## config.mk

```make
export PLATFORM = sky130hd
export DESIGN_NAME = rom_loader
export DESIGN_NICKNAME = d
export VERILOG_FILES = /design/src/rtl/rom_loader_pkg.sv /design/src/rtl/loader_timeout.sv /design/src/rtl/rom_loader.sv
export SDC_FILE = /design/constraint.sdc
export NUM_CORES = 1
export LEC_CHECK = 0
export BUFFER_PORTS_ARGS = -buffer_cell sky130_fd_sc_hd__buf_4
export CAP_MARGIN = 30
export CORE_MARGIN = 8
export CORE_UTILIZATION = 55
export CTS_CLUSTER_SIZE = 40
export DETAILED_ROUTE_END_ITERATION = 10
export PLACE_DENSITY_LB_ADDON = 0.12
export SYNTH_ARGS = -nofsm -noshare
export SYNTH_HDL_FRONTEND = slang
export SYNTH_SLANG_ARGS = --single-unit
```

## constraint.sdc

```tcl
create_clock -name clk -period 13.3 [get_ports clk]
set_clock_uncertainty 0.05 [all_clocks]
set_input_delay 2.66 -clock clk [delete_from_list [all_inputs] [get_ports clk]]
set_output_delay 2.66 -clock clk [all_outputs]
set_load 0.005 [all_outputs]
```

## src/rtl/rom_loader_pkg.sv

```systemverilog
`default_nettype none
// ============================================================================
//  Module      : rom_loader_pkg
//  Description : Shared definitions for the boot-time ROM loader: FSM state
//                encodings, default frame sync byte and a state classifier.
//  Revision    : 1.0  initial release
// ============================================================================
package rom_loader_pkg;

    typedef logic [3:0] state_t;

    localparam state_t c_ST_IDLE    = 4'd0;
    localparam state_t c_ST_LEN_HI  = 4'd1;
    localparam state_t c_ST_LEN_LO  = 4'd2;
    localparam state_t c_ST_DATA_HI = 4'd3;
    localparam state_t c_ST_DATA_LO = 4'd4;
    localparam state_t c_ST_CSUM_HI = 4'd5;
    localparam state_t c_ST_CSUM_LO = 4'd6;
    localparam state_t c_ST_RUN     = 4'd7;
    localparam state_t c_ST_ERR     = 4'd8;

    localparam logic [7:0] c_SYNC_DEFAULT = 8'hA5;

    // A frame is "in progress" from the first length byte up to the last
    // checksum byte; these encodings are contiguous.
    function automatic logic is_busy_state(input state_t s);
        return (s >= c_ST_LEN_HI) && (s <= c_ST_CSUM_LO);
    endfunction

endpackage
`default_nettype wire

```

## src/rtl/loader_timeout.sv

```systemverilog
`default_nettype none
// ============================================================================
//  Module      : loader_timeout
//  Description : Inter-byte watchdog. Down-counter reloaded on every received
//                byte; 'expired' is high once TIMEOUT_CYCLES cycles have
//                elapsed since the last reload. TIMEOUT_CYCLES=0 disables it.
//  Ports       : clk, reset (async, active-high), reload (in), expired (out)
//  Revision    : 1.0  initial release
// ============================================================================
module loader_timeout #(
    parameter int TIMEOUT_CYCLES = 1000000
) (
    input  logic clk,
    input  logic reset,
    input  logic reload,
    output logic expired
);

    localparam logic c_EN   = (TIMEOUT_CYCLES > 0);
    localparam int   c_CW   = (TIMEOUT_CYCLES > 1) ? $clog2(TIMEOUT_CYCLES) : 1;
    // Loading N-1 makes the counter read zero during the N-th idle cycle, so
    // the owner acts on that cycle's edge unless a byte arrives in it.
    localparam int   c_LOAD = (TIMEOUT_CYCLES > 0) ? TIMEOUT_CYCLES - 1 : 0;

    logic [c_CW-1:0] r_count;

    always_ff @(posedge clk or posedge reset) begin
        if (reset) begin
            r_count <= '0;
        end else if (reload) begin
            r_count <= c_CW'(c_LOAD);
        end else if (r_count != '0) begin
            r_count <= r_count - c_CW'(1);
        end
    end

    assign expired = c_EN && (r_count == '0);

endmodule
`default_nettype wire

```

## src/rtl/rom_loader.sv

```systemverilog
`default_nettype none
// ============================================================================
//  Module      : rom_loader
//  Description : Boot loader between the UART receiver and the Hack CPU.
//                Frame: SYNC, LEN_HI, LEN_LO, {W_HI,W_LO} x LEN, CSUM_HI,
//                CSUM_LO (big-endian). Words are written to instruction ROM
//                from address 0; the CPU is released only after a frame with
//                a matching 16-bit wrap-around checksum.
//  Ports       : clk, reset (async, active-high)
//                rx_data[7:0], rx_valid     - byte stream from UART
//                load_req                   - request a reload while running
//                rom_we, rom_addr, rom_wdata - ROM write port
//                cpu_reset, busy, error     - status / CPU hold
//  Revision    : 1.0  initial release
// ============================================================================
module rom_loader
    import rom_loader_pkg::*;
#(
    parameter int         ADDR_W         = 15,
    parameter int         TIMEOUT_CYCLES = 1000000,
    parameter logic [7:0] SYNC_BYTE      = c_SYNC_DEFAULT
) (
    input  logic              clk,
    input  logic              reset,
    input  logic [7:0]        rx_data,
    input  logic              rx_valid,
    input  logic              load_req,
    output logic              rom_we,
    output logic [ADDR_W-1:0] rom_addr,
    output logic [15:0]       rom_wdata,
    output logic              cpu_reset,
    output logic              busy,
    output logic              error
);

    // ROM capacity in words; LEN may equal but not exceed this.
    localparam logic [16:0] c_CAP = 17'(1) << ADDR_W;

    state_t      r_state;
    state_t      w_state_nxt;
    logic [7:0]  r_len_hi;
    logic [15:0] r_len;
    logic [7:0]  r_hi;
    logic [16:0] r_count;
    logic [15:0] r_csum;

    logic [15:0] w_len;
    logic [15:0] w_word;
    logic        w_expired;
    logic        w_timeout;
    logic        w_sync_accept;

    loader_timeout #(
        .TIMEOUT_CYCLES (TIMEOUT_CYCLES)
    ) u_timeout (
        .clk     (clk),
        .reset   (reset),
        .reload  (rx_valid),
        .expired (w_expired)
    );

    assign w_len         = {r_len_hi, rx_data};
    assign w_word        = {r_hi, rx_data};
    // A byte in the expiry cycle wins, hence the !rx_valid term.
    assign w_timeout     = is_busy_state(r_state) && !rx_valid && w_expired;
    assign w_sync_accept = rx_valid && (rx_data == SYNC_BYTE) &&
                           ((r_state == c_ST_IDLE) || (r_state == c_ST_ERR));

    always_comb begin
        w_state_nxt = r_state;
        case (r_state)
            c_ST_IDLE, c_ST_ERR: begin
                if (w_sync_accept) w_state_nxt = c_ST_LEN_HI;
            end
            c_ST_LEN_HI: begin
                if (rx_valid) w_state_nxt = c_ST_LEN_LO;
            end
            c_ST_LEN_LO: begin
                if (rx_valid) begin
                    if ({1'b0, w_len} > c_CAP) w_state_nxt = c_ST_ERR;
                    else if (w_len == 16'd0)   w_state_nxt = c_ST_CSUM_HI;
                    else                       w_state_nxt = c_ST_DATA_HI;
                end
            end
            c_ST_DATA_HI: begin
                if (rx_valid) w_state_nxt = c_ST_DATA_LO;
            end
            c_ST_DATA_LO: begin
                if (rx_valid) begin
                    if ((r_count + 17'd1) == {1'b0, r_len}) w_state_nxt = c_ST_CSUM_HI;
                    else                                     w_state_nxt = c_ST_DATA_HI;
                end
            end
            c_ST_CSUM_HI: begin
                if (rx_valid) w_state_nxt = c_ST_CSUM_LO;
            end
            c_ST_CSUM_LO: begin
                if (rx_valid) w_state_nxt = (w_word == r_csum) ? c_ST_RUN : c_ST_ERR;
            end
            c_ST_RUN: begin
                if (load_req) w_state_nxt = c_ST_IDLE;
            end
            default: w_state_nxt = c_ST_IDLE;
        endcase
        if (w_timeout) w_state_nxt = c_ST_ERR;
    end

    always_ff @(posedge clk or posedge reset) begin
        if (reset) begin
            r_state   <= c_ST_IDLE;
            r_len_hi  <= '0;
            r_len     <= '0;
            r_hi      <= '0;
            r_count   <= '0;
            r_csum    <= '0;
            rom_we    <= 1'b0;
            rom_addr  <= '0;
            rom_wdata <= '0;
            cpu_reset <= 1'b1;
            busy      <= 1'b0;
            error     <= 1'b0;
        end else begin
            r_state   <= w_state_nxt;
            busy      <= is_busy_state(w_state_nxt);
            cpu_reset <= (w_state_nxt != c_ST_RUN);

            if (w_state_nxt == c_ST_ERR) error <= 1'b1;
            else if (w_sync_accept)      error <= 1'b0;

            // Address advances the cycle after each write strobe.
            rom_we <= 1'b0;
            if (rom_we) rom_addr <= rom_addr + ADDR_W'(1);

            if (rx_valid) begin
                case (r_state)
                    c_ST_IDLE, c_ST_ERR: begin
                        if (rx_data == SYNC_BYTE) begin
                            rom_addr <= '0;
                            r_count  <= '0;
                            r_csum   <= '0;
                        end
                    end
                    c_ST_LEN_HI:  r_len_hi <= rx_data;
                    c_ST_LEN_LO:  r_len    <= w_len;
                    c_ST_DATA_HI: r_hi     <= rx_data;
                    c_ST_DATA_LO: begin
                        rom_we    <= 1'b1;
                        rom_wdata <= w_word;
                        r_csum    <= r_csum + w_word;
                        r_count   <= r_count + 17'd1;
                    end
                    c_ST_CSUM_HI: r_hi     <= rx_data;
                    default: ;
                endcase
            end
        end
    end

endmodule
`default_nettype wire

```

==> impl_metrics.json <==
{
  "drt-initial-drc-count": 429,
  "cp.arrival_ns": 5.24,
  "cp-end-kind": "flop",
  "root_buffer": "clkbuf_16",
  "antennaDiodeCount": 0,
  "htreeDepth": 4,
  "busiest_layer": "met2",
  "cts.sinks": 124,
  "die_w_um": 127,
  "finalSetupViolCount": 0,
  "synth-seq-cells": 124,
  "max_cap_violations": 0,
  "gp_congestion": 0.883,
  "synth_area_leader_cell": "dfrtp_1",
  "io_buffers": 46,
  "postRouteAntennaNets": 0,
  "ys_types": 72,
  "cp.required_ns": 13.52,
  "die_area_um2": 16200,
  "wl_per_cell_um": 16.6,
  "fill_cells": 1012,
  "ff2ff_path_depth": 8,
  "grt_setup_unrepaired": "no",
  "reg2reg_slack_ns": 10.34,
  "r2r-start": "r_count[0]$_DFFE_PP0P_",
  "drt-total-wl_um": 15900,
  "post_cts_resized": 0,
  "cts_tree": "done",
  "stdcell_count": 963,
  "status": "complete, no violations",
  "hp-class": "reg -> reg",
  "hpwlAfterDp_um": 10700,
  "async_flop_share": 1.00,
  "maxSlewHeadroom": 0.371,
  "fin_crit_ns": 5.01,
  "drc": 0,
  "synth_nets": 777,
  "core_area_um2": 12100,
  "met1_usage": 0.253,
  "startpoint": "rx_valid",
  "vias": 5605,
  "clkLatencyLatePin_ns": 0.42,
  "clk_path_buf_depth": 2,
  "p_leak_uw": 0.00362,
  "use_met3": 0.0491,
  "cts_made_buffers": 17,
  "grt_pass1_wl_um": 27500,
  "r2r_end": "busy$_DFF_PP0_",
  "cts_hold_buffers": 0,
  "synth_top_area_share": 0.451,
  "drt_pre_antenna_iters": 4,
  "cts_setup_buffers": 0,
  "final_hold_viol_count": 0,
  "ios": 47,
  "power_density_nw_per_um2": 148,
  "critPathMaxFanout": 62,
  "synthesis.area_um2": 6820,
  "fin_tns_setup_ns": 0,
  "synth_edf_count": 0,
  "grt_overflow": 0,
  "dpl_worst_slack_ns": 7.88,
  "tightest_slew_ns": 0.943,
  "ys_warn_count": 0,
  "start_util": 0.566,
  "syn-mean-instance-area_um2": 9.15,
  "layout-drive-gt1-share": 0.152,
  "critPathKind": "in -> reg",
  "synth_top_cells_by_area": "dfrtp_1, nand2_1, xor2_1, ha_1, o21ai_0",
  "syn_to_final_growth_pct": 15.2,
  "startpoint_type": "input port",
  "grt_use_total": 0.209,
  "endpoint": "r_count[6]$_DFFE_PP0P_",
  "whs_ns": 0.424,
  "irDropWorstVdd_uv": 109,
  "rows": 40,
  "postPlaceCellArea_um2": 7290,
  "finalNetCount": 813,
  "synth_flop_cell": "dfrtp_1",
  "synth_commonest_cells": "nand2_1, dfrtp_1, nor2_1, o21ai_0, xor2_1",
  "period_share": 0.377,
  "antenna_found_initial": 0,
  "gr-usage-met2": 0.350,
  "yosysSeqAreaShare": 0.455,
  "seq_area_um2": 3100,
  "yosysMostFrequentCell": "nand2_1",
  "place_inst": 931,
  "die_height_um": 127,
  "max_freq_mhz": 200,
  "grt_max_degree": 75,
  "path_clk_slew_ns": 0.05,
  "slew_violations": 0,
  "fin_area_um2": 7860,
  "vias_per_cell": 5.82,
  "setup_ws_ns": 8.29,
  "multi_input_area_um2": 3540,
  "syn-instance-count": 746,
  "grt_pass1_vias": 5677
}
## placed cells by master, fill, tap and decap left out, types with 8 or more instances in the layout
cell | netlist | final
inv_1 | 10 | 9
xnor2_1 | 22 | 22
nor4_1 | 14 | 14
nand3_1 | 19 | 19
o22ai_1 | 8 | 8
xor2_1 | 32 | 32
dfrtp_1 | 123 | 123
buf_4 | 2 | 52
nor2_1 | 50 | 50
mux2_2 | 16 | 16
nand2b_1 | 10 | 10
nor3_1 | 17 | 16
o21ai_0 | 43 | 43
clkbuf_16 | 0 | 17
ha_1 | 18 | 18
o31ai_1 | 10 | 10
nand2_1 | 166 | 166
or3_1 | 14 | 13
a21oi_1 | 25 | 25
## metrics by stage
stage / total power (uW) / util
finish: 1170 / 0.652
global route: 1230 / 0.652
CTS: 1170 / 0.652
detailed placement: 724 / 0.604
global placement: 715 / 0.604
floorplan: 650 / -
## where the power goes
group	switching (uW)	internal, uW	leakage [uW]
sequential	56.5	428	0.00158
combinational	125	111	0.00176
clock	169	279	0.000279
total	350	817	0.00362
## area by class of cell
cell class,count,area share
clock buffers,20,0.0568
clock inverters,12,0.0156
inverters,11,0.00557
multi-input cells,576,0.451
flip-flops and latches,124,0.395
well taps,168,0.0267
repair buffers,52,0.0497
## worst min-delay path by stage
stage | cells past startpoint | to | from | slack, ns
after floorplan | 2 | r_csum[10]$_DFFE_PP0P_ | r_csum[10]$_DFFE_PP0P_ | 0.40
after global placement | 2 | rom_wdata[2]$_DFFE_PP0P_ | rom_wdata[2]$_DFFE_PP0P_ | 0.41
after detailed placement | 2 | rom_wdata[8]$_DFFE_PP0P_ | rom_wdata[8]$_DFFE_PP0P_ | 0.41
after CTS | 2 | rom_wdata[8]$_DFFE_PP0P_ | rom_wdata[8]$_DFFE_PP0P_ | 0.43
after global routing | 2 | rom_wdata[2]$_DFFE_PP0P_ | rom_wdata[2]$_DFFE_PP0P_ | 0.44
final | 2 | rom_wdata[8]$_DFFE_PP0P_ | rom_wdata[8]$_DFFE_PP0P_ | 0.42
## flip-flops by register name, indices dropped and copies added (netlist names)
| register | flops |
|---|---|
| busy | 1 |
| cpu_reset | 1 |
| error | 1 |
| r_count | 17 |
| r_csum | 16 |
| r_hi | 8 |
| r_len | 16 |
| r_len_hi | 8 |
| r_state | 4 |
| rom_addr | 15 |
| rom_wdata | 16 |
| rom_we | 1 |
| u_timeout.r_count | 20 |
## per-layer routing
| layer | vias up | wire, um |
|---|---|---|
| met4 | 0 | 296 |
| met2 | 126 | 7900 |
| li1 | 2698 | - |
| met3 | 26 | 644 |
| met1 | 2755 | 7110 |
| met5 | - | 0 |
## worst max-delay path: stages
cell,delay (ns)
buf_4,0.26
nor2b_1,0.24
nand2_1,0.09
or3_2,0.41
buf_4,0.34
inv_2,0.57
nor2_1,0.11
buf_4,0.24
o21ai_0,0.20
o31ai_1,0.09
## cells by family after synthesis
family	after synthesis	synth area share
AND/OR/NAND/NOR	346	0.254
AO/OA/AOI/OAI	137	0.127
flip-flops	124	0.455
XOR/XNOR	54	0.0693
buffers and inverters	46	0.0270
multiplexers	20	0.0323
adder cells (fa/ha/maj)	19	0.0359
(Power assumes the default switching activity.)
